**config.mk**
```make
export PLATFORM = sky130hd
export DESIGN_NAME = day_of_yr_counter_flat
export DESIGN_NICKNAME = d
export VERILOG_FILES = /design/src/rtl/day_of_yr_pkg.sv /design/src/rtl/day_of_yr_counter_if.sv /design/src/rtl/day_of_yr_counter_days_in_month.sv /design/src/rtl/day_of_yr_counter.sv /design/src/flat_wrapper.sv
export SDC_FILE = /design/constraint.sdc
export NUM_CORES = 1
export LEC_CHECK = 0
export ABC_AREA = 0
export CELL_PAD_IN_SITES_DETAIL_PLACEMENT = 1
export CELL_PAD_IN_SITES_GLOBAL_PLACEMENT = 2
export CORE_MARGIN = 8
export CORE_UTILIZATION = 44
export CTS_BUF_LIST = sky130_fd_sc_hd__clkbuf_8
export CTS_CLUSTER_SIZE = 24
export DETAILED_ROUTE_END_ITERATION = 6
export DONT_BUFFER_PORTS = 1
export GPL_TIMING_DRIVEN = 1
export HOLD_SLACK_MARGIN = 0.06
export PLACE_DENSITY = 0.86
export SLEW_MARGIN = 25
export SYNTH_ARGS = -nofsm -noshare
export SYNTH_HDL_FRONTEND = slang
export SYNTH_SLANG_ARGS = --single-unit
export TNS_END_PERCENT = 50
```
**constraint.sdc**
```tcl
create_clock -name clk -period 5.7 [get_ports clk]
set_input_delay 0.57 -clock clk [delete_from_list [all_inputs] [get_ports clk]]
set_output_delay 0.57 -clock clk [all_outputs]
set_load 0.02 [all_outputs]
```
**src/rtl/day_of_yr_pkg.sv**
```systemverilog
// Shared types and calendar helpers for the day-of-year counter.
// is_leap is only referenced when LEAP_YEAR_EN is defined.
package day_of_yr_pkg;

  typedef enum logic {
    RUN  = 1'b0,
    CALC = 1'b1
  } state_t;

  localparam logic [3:0] JAN = 4'd1;
  localparam logic [3:0] FEB = 4'd2;
  localparam logic [3:0] MAR = 4'd3;
  localparam logic [3:0] APR = 4'd4;
  localparam logic [3:0] MAY = 4'd5;
  localparam logic [3:0] JUN = 4'd6;
  localparam logic [3:0] JUL = 4'd7;
  localparam logic [3:0] AUG = 4'd8;
  localparam logic [3:0] SEP = 4'd9;
  localparam logic [3:0] OCT = 4'd10;
  localparam logic [3:0] NOV = 4'd11;
  localparam logic [3:0] DEC = 4'd12;

  function automatic logic is_leap(input int unsigned y);
    return ((y % 4 == 0) && (y % 100 != 0)) || (y % 400 == 0);
  endfunction

endpackage

```
**src/rtl/day_of_yr_counter_if.sv**
```systemverilog
// Load channel of the day-of-year counter: valid/ready plus the date to load.
interface day_of_yr_counter_if #(
  parameter int YEAR_W = 12
);
  logic              loadValid;
  logic              loadReady;
  logic [5:0]        loadDay;
  logic [3:0]        loadMonth;
  logic [YEAR_W-1:0] loadYear;

  modport master (output loadValid, loadDay, loadMonth, loadYear, input loadReady);
  modport slave  (input loadValid, loadDay, loadMonth, loadYear, output loadReady);
endinterface

```
**src/rtl/day_of_yr_counter_days_in_month.sv**
```systemverilog
// Combinational month length; 0 for an out-of-range month so any day fails the range check.
// February is 29 days in leap years only when LEAP_YEAR_EN is defined.
module days_in_month
  import day_of_yr_pkg::*;
#(
  parameter int YEAR_W = 12
) (
  input  logic [3:0]        month,
  input  logic [YEAR_W-1:0] year,
  output logic [4:0]        days
);

`ifndef LEAP_YEAR_EN
  logic unused_year;
  assign unused_year = ^year;
`endif

  always_comb begin
    days = 5'd0;
    case (month)
      JAN, MAR, MAY, JUL, AUG, OCT, DEC: days = 5'd31;
      APR, JUN, SEP, NOV:                days = 5'd30;
`ifdef LEAP_YEAR_EN
      FEB: days = is_leap(32'(year)) ? 5'd29 : 5'd28;
`else
      FEB: days = 5'd28;
`endif
      default: days = 5'd0;
    endcase
  end

endmodule

```
**src/rtl/day_of_yr_counter.sv**
```systemverilog
// Calendar date counter with day-of-year tracking; a loaded date's day-of-year is
// rebuilt by summing month lengths in CALC. Define LEAP_YEAR_EN for Gregorian leap years.
module day_of_yr_counter
  import day_of_yr_pkg::*;
#(
  parameter int YEAR_W     = 12,
  parameter int RESET_YEAR = 2000
) (
  input  logic              clk,
  input  logic              rst_n,
  input  logic              tick,
  day_of_yr_counter_if.slave load,
  output logic [5:0]        dayOfMonth,
  output logic [3:0]        month,
  output logic [YEAR_W-1:0] year,
  output logic [8:0]        dayOfYear,
  output logic              dateValid,
  output logic              loadErr,
  output logic              yearWrap
);

  state_t            state;
  logic [8:0]        acc;
  logic [3:0]        k;
  logic [3:0]        dim_month;
  logic [YEAR_W-1:0] dim_year;
  logic [4:0]        dim;
  logic              load_go;
  logic              load_bad;

  // A single month-length table is shared by CALC, load validation and ticking.
  always_comb begin
    dim_month = month;
    dim_year  = year;
    if (state == CALC) begin
      dim_month = k;
      dim_year  = year;
    end else if (load.loadValid) begin
      dim_month = load.loadMonth;
      dim_year  = load.loadYear;
    end
  end

  days_in_month #(.YEAR_W(YEAR_W)) u_dim (
    .month (dim_month),
    .year  (dim_year),
    .days  (dim)
  );

  assign load_go  = load.loadValid && load.loadReady;
  assign load_bad = (load.loadMonth < JAN) || (load.loadMonth > DEC) ||
                    (load.loadDay == 6'd0) || (load.loadDay > {1'b0, dim});

  always_ff @(posedge clk or negedge rst_n) begin
    if (!rst_n) begin
      state          <= RUN;
      dayOfMonth     <= 6'd1;
      month          <= JAN;
      year           <= YEAR_W'(RESET_YEAR);
      dayOfYear      <= 9'd1;
      dateValid      <= 1'b1;
      load.loadReady <= 1'b1;
      loadErr        <= 1'b0;
      yearWrap       <= 1'b0;
      acc            <= 9'd1;
      k              <= JAN;
    end else begin
      loadErr  <= 1'b0;
      yearWrap <= 1'b0;
      case (state)
        RUN: begin
          if (load_go) begin
            // A load, good or bad, consumes any tick on the same edge.
            if (load_bad) begin
              loadErr <= 1'b1;
            end else begin
              dayOfMonth     <= load.loadDay;
              month          <= load.loadMonth;
              year           <= load.loadYear;
              acc            <= {3'd0, load.loadDay};
              k              <= JAN;
              state          <= CALC;
              dateValid      <= 1'b0;
              load.loadReady <= 1'b0;
            end
          end else if (tick) begin
            if (dayOfMonth < {1'b0, dim}) begin
              dayOfMonth <= dayOfMonth + 6'd1;
              dayOfYear  <= dayOfYear + 9'd1;
            end else if (month < DEC) begin
              month      <= month + 4'd1;
              dayOfMonth <= 6'd1;
              dayOfYear  <= dayOfYear + 9'd1;
            end else begin
              year       <= year + YEAR_W'(1);
              month      <= JAN;
              dayOfMonth <= 6'd1;
              dayOfYear  <= 9'd1;
              yearWrap   <= 1'b1;
            end
          end
        end
        CALC: begin
          if (k == month) begin
            dayOfYear      <= acc;
            state          <= RUN;
            dateValid      <= 1'b1;
            load.loadReady <= 1'b1;
          end else begin
            acc <= acc + {4'd0, dim};
            k   <= k + 4'd1;
          end
        end
        default: state <= RUN;
      endcase
    end
  end

endmodule

```
**src/flat_wrapper.sv**
```systemverilog
// flat-port wrapper written by rule: the top's interface ports become plain ports
module day_of_yr_counter_flat import day_of_yr_pkg::*;
#(
  parameter int YEAR_W     = 12,
  parameter int RESET_YEAR = 2000
)
  (clk, rst_n, tick, dayOfMonth, month, year, dayOfYear, dateValid, loadErr, yearWrap, load_loadValid, load_loadDay, load_loadMonth, load_loadYear, load_loadReady);
  day_of_yr_counter_if #(.YEAR_W(YEAR_W)) load_i ();
  input  logic clk;
  input  logic rst_n;
  input  logic tick;
  output logic [5:0] dayOfMonth;
  output logic [3:0] month;
  output logic [YEAR_W-1:0] year;
  output logic [8:0] dayOfYear;
  output logic dateValid;
  output logic loadErr;
  output logic yearWrap;
  input wire logic [$bits(load_i.loadValid)-1:0] load_loadValid;
  input wire logic [$bits(load_i.loadDay)-1:0] load_loadDay;
  input wire logic [$bits(load_i.loadMonth)-1:0] load_loadMonth;
  input wire logic [$bits(load_i.loadYear)-1:0] load_loadYear;
  output wire logic [$bits(load_i.loadReady)-1:0] load_loadReady;
  assign load_i.loadValid = load_loadValid;
  assign load_i.loadDay = load_loadDay;
  assign load_i.loadMonth = load_loadMonth;
  assign load_i.loadYear = load_loadYear;
  assign load_loadReady = load_i.loadReady;
  day_of_yr_counter #(.YEAR_W(YEAR_W), .RESET_YEAR(RESET_YEAR)) u_core (.clk(clk), .rst_n(rst_n), .tick(tick), .load(load_i), .dayOfMonth(dayOfMonth), .month(month), .year(year), .dayOfYear(dayOfYear), .dateValid(dateValid), .loadErr(loadErr), .yearWrap(yearWrap));
endmodule
```
==> out/metrics.json, run 1 <==
{
  "crit_path_end_kind": "register",
  "first_global_vias": 2923,
  "number_of_sinks_on_the_clock_net": 48,
  "grt_pass1_wl_um": 15710,
  "finalHoldViolations": 0,
  "max_clock_freq_mhz": 227.5,
  "layout_min_cycle_time_ns": 4.396,
  "number_of_buffers_inserted_during_clock_tree_synthesis": 5,
  "syn2layout_area_growth_pct": 5.701,
  "synth_cells": 361,
  "grt_antenna_before_repair": 0,
  "synth.net_count": 407,
  "die_w_um": 104.5,
  "ys.warnings.count": 0,
  "run_status": "completed",
  "cts-root-buf": "sky130_fd_sc_hd__clkbuf_8",
  "nNetsFinal": 401,
  "cts-htree-levels": 2,
  "worst_pin_slew_ns": 0.8206,
  "pin_count": 61,
  "place_hpwl_um": 6938,
  "most_used_flip_flop_cell_after_synthesis": "sky130_fd_sc_hd__dfrtp_1",
  "total_power_uw": 2511,
  "async_reset_ff_share_pct": 100.0,
  "setup_tns_ns": 0,
  "power.density_cell_area_nw_per_um2": 689.5,
  "post_dp_cell_area_sq_um": 3490,
  "timing.critical_path.fanout_max": 15,
  "synthDistinctLibCells": 63,
  "max_cap_violations": 0,
  "post_synth_instance_area_sq_um": 3446,
  "vdd_drop_max_v": 0.0002345,
  "ant_nets": 0,
  "worst_ep_required_time_ns": 5.90,
  "hold_class": "in -> async",
  "drive_above_1_share_pct": 15.17,
  "synth_edf_count": 0,
  "placedCellCount": 449,
  "sequential_cell_area_sq_um": 1216,
  "detail_route.vias_per_cell": 6.055,
  "leakage_dissipation_uw": 0.001593,
  "multiInputGateArea_sq_um": 2063,
  "final-setup-viol-count": 0,
  "wire_per_inst_um": 20.90,
  "cts-root-to-sink-buffers": 2,
  "rsz0062_at_grt": "false",
  "placeableCoreArea_sq_um": 7647,
  "clkSlewWorstSetupHoldPaths_ns": 0.10,
  "finalCritPeriodShare_pct": 77.12,
  "drt_drc_violations_left": 0,
  "gr-usage-all-layers_pct": 17.54,
  "layoutNonFillerInstCount": 458,
  "arrival_ns": 4.60,
  "dr.pass1.iters": 4,
  "gpl.final_weighted_congestion": 0.8071,
  "antenna_cells": 0,
  "maxSlewHeadroom_pct": 45.11,
  "routed_wirelength_um": 9574,
  "drt_first_iter_violations": 50,
  "place.port_buffers": 0,
  "start_util_pct": 45.06,
  "clk_latency_ns": 0.31,
  "overflow_left_after_global_routing": 0,
  "critPathLaunchType": "register",
  "design.die.area_sq_um": 10920,
  "timing_worst_setup_path_type": "reg -> reg",
  "synth_seq_area_share_pct": 35.29,
  "via_count": 2773,
  "fillerInstances": 868,
  "clock_tree_from_tritoncts": "done",
  "placement_rows": 32,
  "ys_seq_elements": 48,
  "fp.dieH_um": 104.5,
  "final_standard_cell_area_without_fillers_sq_um": 3642,
  "grt_max_degree": 37,
  "worst_clk_skew_ns": 0.01166,
  "avgSynthCellArea_sq_um": 9.545,
  "finalMaxSlewViolations": 0,
  "reg2regPathDepth": 12
}
## stage by stage
stage	utilization, %	hold slack, ns	setup slack, ns
detailed placement	45.63	0.2762	1.310
finish	47.63	0.08789	1.304
floorplan	-	0.2744	2.002
CTS	47.63	0.08247	1.253
global route	47.63	0.06498	1.039
global placement	45.63	0.2765	1.495
## cells in the final DEF, fill, tap and decap left out, types with 10 or more instances in the layout
cell / netlist / layout
sky130_fd_sc_hd__ha_1: 19 / 19
sky130_fd_sc_hd__a21oi_1: 18 / 18
sky130_fd_sc_hd__o21ai_0: 28 / 28
sky130_fd_sc_hd__and3_1: 13 / 13
sky130_fd_sc_hd__dfstp_2: 12 / 12
sky130_fd_sc_hd__mux2_4: 11 / 11
sky130_fd_sc_hd__inv_1: 15 / 16
sky130_fd_sc_hd__nor2_1: 15 / 15
sky130_fd_sc_hd__nand3_1: 10 / 10
sky130_fd_sc_hd__nand2_1: 40 / 40
sky130_fd_sc_hd__dfrtp_1: 36 / 36
## cell type report
class	count	area share, %
Tap cell	102	3.504
Sequential cell	48	33.39
Multi-Input combinational cell	280	56.65
Clock inverter	3	1.752
Timing Repair Buffer	4	1.168
Clock buffer	5	1.889
Inverter	16	1.649
## cell families after synthesis
kind of cell             Yosys count  synth area share, %
AO/OA/AOI/OAI                    103                20.59
flip-flops                        48                35.29
multiplexers                      29                10.89
XOR/XNOR                          17                4.321
buffers and inverters             33                4.829
AND/OR/NAND/NOR                  111                16.59
adder cells (fa/ha/maj)           20                7.480
## repair_timing
action | CTS | global route
endpoints found under the hold margin | 36 | 0
hold buffers | 1 | 0
resized for setup | 0 | 0
setup buffers | 0 | 0
## critical path, stage by stage (launching register included)
cell and delay, ns:
sky130_fd_sc_hd__dfrtp_1 0.36, sky130_fd_sc_hd__clkinv_1 0.42, sky130_fd_sc_hd__mux2i_4 0.39, sky130_fd_sc_hd__and3_1 0.19, sky130_fd_sc_hd__a21oi_1 0.37, sky130_fd_sc_hd__inv_1 0.24, sky130_fd_sc_hd__ha_1 0.34, sky130_fd_sc_hd__and4b_1 0.24
sky130_fd_sc_hd__nand2_1 0.11, sky130_fd_sc_hd__o21bai_1 0.20, sky130_fd_sc_hd__o21a_1 0.35, sky130_fd_sc_hd__nor3_4 0.67, sky130_fd_sc_hd__mux2_2 0.41
## path summary, 6_finish.rpt
check | endpoint | slack [ns] | from
max in group asynchronous | u_core.acc[4] | 5.40 | rst_n
min | u_core.load.loadReady | 0.09 | rst_n
min in group clk | u_core.year[0] | 0.44 | load_loadYear[0]
max | u_core.year[1] | 1.30 | u_core.state
min reg2reg | u_core.acc[8] | 0.52 | u_core.acc[8]
max reg2reg | u_core.year[1] | 1.30 | u_core.state
## registers in the layout (all words and copies together) (netlist names)
signal                 flops
u_core.acc                 9
u_core.dayOfMonth          6
u_core.dayOfYear           9
u_core.k                   4
u_core.load.loadReady      1
u_core.loadErr             1
u_core.month               4
u_core.state               1
u_core.year               12
u_core.yearWrap            1
## power by group
part	internal [uW]	switching, uW	leakage (uW)
sequential	526	362	0.000576
clock	174	125	0.0000695
combinational	592	733	0.000947
## routing by layer
layer  vias to the layer above  part of all wire [%]  global-route usage [%]
met4                         0                   1.2                   4.860
li1                       1311                     -                       -
met2                        62                    51                   31.47
met3                         9                   5.4                   4.647
met5                         -                     0                       0
met1                      1391                    42                   19.84
## synth_stat cells (all sizes together), types with 6 or more instances
cell type	number	area (sq um)
a21o	6	45.04
a21oi	19	98.85
a22o	6	52.55
and3	13	81.33
buf	10	80.07
clkbuf	7	26.28
dfrtp	36	900.9
dfstp	12	315.3
ha	19	237.7
inv	15	56.30
mux2	22	289.0
mux2i	7	86.33
nand2	40	150.1
nand3	10	50.05
nor2	15	56.30
nor3	7	51.30
o21ai	31	158.9
xnor2	8	70.07
xor2	9	78.83
Power figures use the tool's default switching activity.
==> run 2, diff against run 1 <==
Settings changed: ABC_AREA 0 to 1, CORE_UTILIZATION 44 to 34, PLACE_DENSITY 0.86 to 0.78.
Clock period 5.7 ns to 3.6 ns, I/O delays scaled along.
==> run 2 against run 1 <==
Against the previous run: hold slack better by 0.13 ns; critical path type unchanged; power up 60%; die area up 31%; critical path depth up 4; count of clock-buffer cells in the layout unchanged; register-to-register slack worse by 1.0 ns; final cell count up 40%; sequential cell count unchanged.
==> out/metrics.json, run 2 <==
{
  "rsz0062_at_grt": "true",
  "yosys-top-cells-area": "sky130_fd_sc_hd__dfrtp_1 25%, sky130_fd_sc_hd__nand2_1 13%, sky130_fd_sc_hd__dfstp_2 8.6%",
  "synth-compound-area-share_pct": 12.03,
  "portion_of_synthesized_cell_area_occupied_by_the_leading_cell_type_pct": 24.67,
  "combinational_family_with_the_most_area_after_synthesis": "simple AND/OR/NAND/NOR gates",
  "total_power_uw": 4016,
  "clkSlewWorstSetupHoldPaths_ns": 0.10,
  "critPathBufInv": 3,
  "fin_hold_ws_ns": 0.2138,
  "layoutNonFillerInstCount": 642,
  "timing.critical_path.slowest_cell_delay_ns": 0.64,
  "design.die.area_sq_um": 14310,
  "synth_seq_area_share_pct": 33.31,
  "pin_count": 61,
  "arrival_ns": 3.52,
  "timing.critical_path.fanout_max": 12,
  "final_util_pct": 36.92,
  "routed_wirelength_um": 11200,
  "synth_edf_count": 0,
  "placedCellCount": 632,
  "timing.rr.start": "u_core.month[0]",
  "critPathLaunchType": "register",
  "worst_ep_required_time_ns": 3.81,
  "power.density_cell_area_nw_per_um2": 1021,
  "layout.cells.most_common_list": "129 x sky130_fd_sc_hd__nand2_1, 55 x sky130_fd_sc_hd__inv_1, 46 x sky130_fd_sc_hd__nand3_1, 38 x sky130_fd_sc_hd__nor2_1, 36 x sky130_fd_sc_hd__dfrtp_1",
  "synth_largest_area_cell": "sky130_fd_sc_hd__dfrtp_1",
  "worst_pin_slew_ns": 0.6441,
  "max_flop_register": "u_core.year",
  "synth_fa_ha_area_share_pct": 7.060,
  "drive_above_1_share_pct": 9.761,
  "crit_chain": "inv_1 -> nand2_1 -> nand3_2 -> and2_4 -> nand4_1 -> nand2_1 -> ha_1 -> inv_1 -> nor2_1 -> inv_1 -> o21ai_1 -> nand4_2 -> nand2_1 -> nand3_2 -> nand2_1 -> nand2_1",
  "synthMuxAreaShare_pct": 0,
  "hold_class": "in -> reg",
  "die_w_um": 119.6,
  "largest_register_ff_count": 12,
  "finalMaxSlewViolations": 0,
  "post_synth_instance_area_sq_um": 3651,
  "synthDistinctLibCells": 49,
  "fp.dieH_um": 119.6,
  "nNetsFinal": 547,
  "layout_top_registers": "u_core.year x12, u_core.acc x9, u_core.dayOfYear x9",
  "critPathSlowestCell": "sky130_fd_sc_hd__dfstp_2",
  "critPathTopFamily": "simple AND/OR/NAND/NOR gates",
  "grt_max_degree": 49,
  "via_count": 3379,
  "grt_antenna_before_repair": 0,
  "clock_tree_from_tritoncts": "done",
  "overflow_left_after_global_routing": 0,
  "place.port_buffers": 0,
  "gpl.final_weighted_congestion": 0.8138,
  "layout_min_cycle_time_ns": 3.313,
  "worst_clk_skew_ns": 0.007272,
  "vdd_drop_max_v": 0.0002646,
  "detail_route.vias_per_cell": 5.263,
  "yosysMostFrequentCell": "sky130_fd_sc_hd__nand2_1",
  "most_used_flip_flop_cell_after_synthesis": "sky130_fd_sc_hd__dfrtp_1",
  "avgSynthCellArea_sq_um": 7.273,
  "cts_setup_buffers": 0,
  "number_of_buffers_inserted_during_clock_tree_synthesis": 5,
  "placement_rows": 38,
  "grt_pass1_wl_um": 18630,
  "ys_seq_elements": 48,
  "crit_path_end_kind": "register",
  "antenna_cells": 0,
  "cell_count_of_the_worst_hold_path": 2,
  "syn2layout_area_growth_pct": 7.711,
  "cts-root-to-sink-buffers": 2,
  "placeableCoreArea_sq_um": 10650,
  "max_clock_freq_mhz": 301.8,
  "cts-htree-levels": 2,
  "drt_first_iter_violations": 214,
  "clk_latency_ns": 0.31,
  "r2r_setup_slack_ns": 0.29,
  "first_global_vias": 3571,
  "ant_nets": 0,
  "dr.pass1.iters": 4,
  "leakage_dissipation_uw": 0.001941,
  "most_frequent_standard_cell_in_the_layout_excluding_fill_and_tap_cells": "sky130_fd_sc_hd__nand2_1",
  "finalCritPeriodShare_pct": 92.03,
  "gr-usage-all-layers_pct": 15.82,
  "finalHoldViolations": 0,
  "async_reset_ff_share_pct": 100.0,
  "synth_cells": 502,
  "hp-start": "load_loadDay[1]",
  "timing.final.ws_setup_ns": 0.2870,
  "maxSlewHeadroom_pct": 57.06,
  "place_ws_ns": 0.2297,
  "wire_per_inst_um": 17.45,
  "synthSimpleGateAreaFrac_pct": 33.65,
  "drt_drc_violations_left": 0,
  "synth-xor-area-share_pct": 4.798,
  "cts-root-buf": "sky130_fd_sc_hd__clkbuf_8",
  "max_cap_violations": 0,
  "number_of_sinks_on_the_clock_net": 48,
  "most_used_standard_cells_in_the_synthesized_netlist": "129 x sky130_fd_sc_hd__nand2_1, 54 x sky130_fd_sc_hd__inv_1, 46 x sky130_fd_sc_hd__nand3_1",
  "most_frequent_cell_on_the_critical_path": "sky130_fd_sc_hd__nand2_1",
  "timing_worst_setup_path_type": "reg -> reg",
  "hold_crit_endpoint": "u_core.acc[1]",
  "final-setup-viol-count": 0,
  "rr_endpoint": "u_core.year[1]",
  "synth.net_count": 548,
  "run_status": "completed",
  "ys.warnings.count": 0,
  "start_util_pct": 34.28,
  "reg2regPathDepth": 16,
  "place_hpwl_um": 8405
}
run 2: changes by cell type after synthesis, moves of 8 or more:
| cell | previous run | this run |
|---|---|---|
| sky130_fd_sc_hd__nand3_1 | 10 | 46 |
| sky130_fd_sc_hd__and3_1 | 13 | 0 |
| sky130_fd_sc_hd__mux2_2 | 9 | 0 |
| sky130_fd_sc_hd__nand4_1 | 2 | 27 |
| sky130_fd_sc_hd__mux2_4 | 11 | 0 |
| sky130_fd_sc_hd__inv_1 | 15 | 54 |
| sky130_fd_sc_hd__o21ai_0 | 28 | 20 |
| sky130_fd_sc_hd__nand2_1 | 40 | 129 |
| sky130_fd_sc_hd__nor2_1 | 15 | 38 |
run 2: cells by family after synthesis:
group	Yosys count
adders and majority gates	20
buffers and inverters	78
AOI/OAI and AO/OA	71
xor gates and xnor gates	20
and+or+nand+nor	265
DFF	48
run 2: worst max-delay path by stage:
stage                                from  depth (start not counted)                  end
after floorplan           u_core.month[0]                         13  u_core.dayOfYear[3]
after global placement    u_core.month[0]                         17        u_core.acc[7]
after detailed placement  u_core.month[0]                         16       u_core.year[1]
after CTS                 u_core.month[0]                         16       u_core.year[1]
after global routing      u_core.month[0]                         16       u_core.year[2]
final                     u_core.month[0]                         16       u_core.year[1]
run 2: through the flow:
| stage | setup TNS (ns) | area [sq um] |
|---|---|---|
| finish | 0 | 3933 |
| global route | -0.2497 | 3933 |
| CTS | 0 | 3933 |
| detailed placement | 0 | 3787 |
| global placement | 0 | 3787 |
| floorplan | 0 | 3651 |
run 2: final cells by class:
class	count	area (sq um)
Tap cell	140	175.2
Timing Repair Buffer	12	112.6
Inverter	58	220.2
Sequential cell	48	1216
Clock buffer	5	68.82
Clock inverter	3	38.79
Multi-Input combinational cell	376	2101
Fill cell	1330	6718
run 2: power by group:
| group | internal [uW] | leakage, uW | switching, uW |
|---|---|---|---|
| combinational | 824 | 0.00130 | 1430 |
| sequential | 829 | 0.000577 | 527 |
| clock | 204 | 0.0000593 | 205 |
run 2: layer usage:
layer	track usage [%]	vias to the layer above	wire length, um
li1	-	1666	-
met1	20.04	1660	5211
met2	27.42	44	5464
met3	2.959	9	426
met4	3.279	0	101
met5	0	-	0
run 2: repair_timing:
action / in CTS / in global routing
hold buffers: 2 / 0
setup endpoints to repair: 0 / 13
hold endpoints to repair: 48 / 0
gates resized for setup: 0 / 0
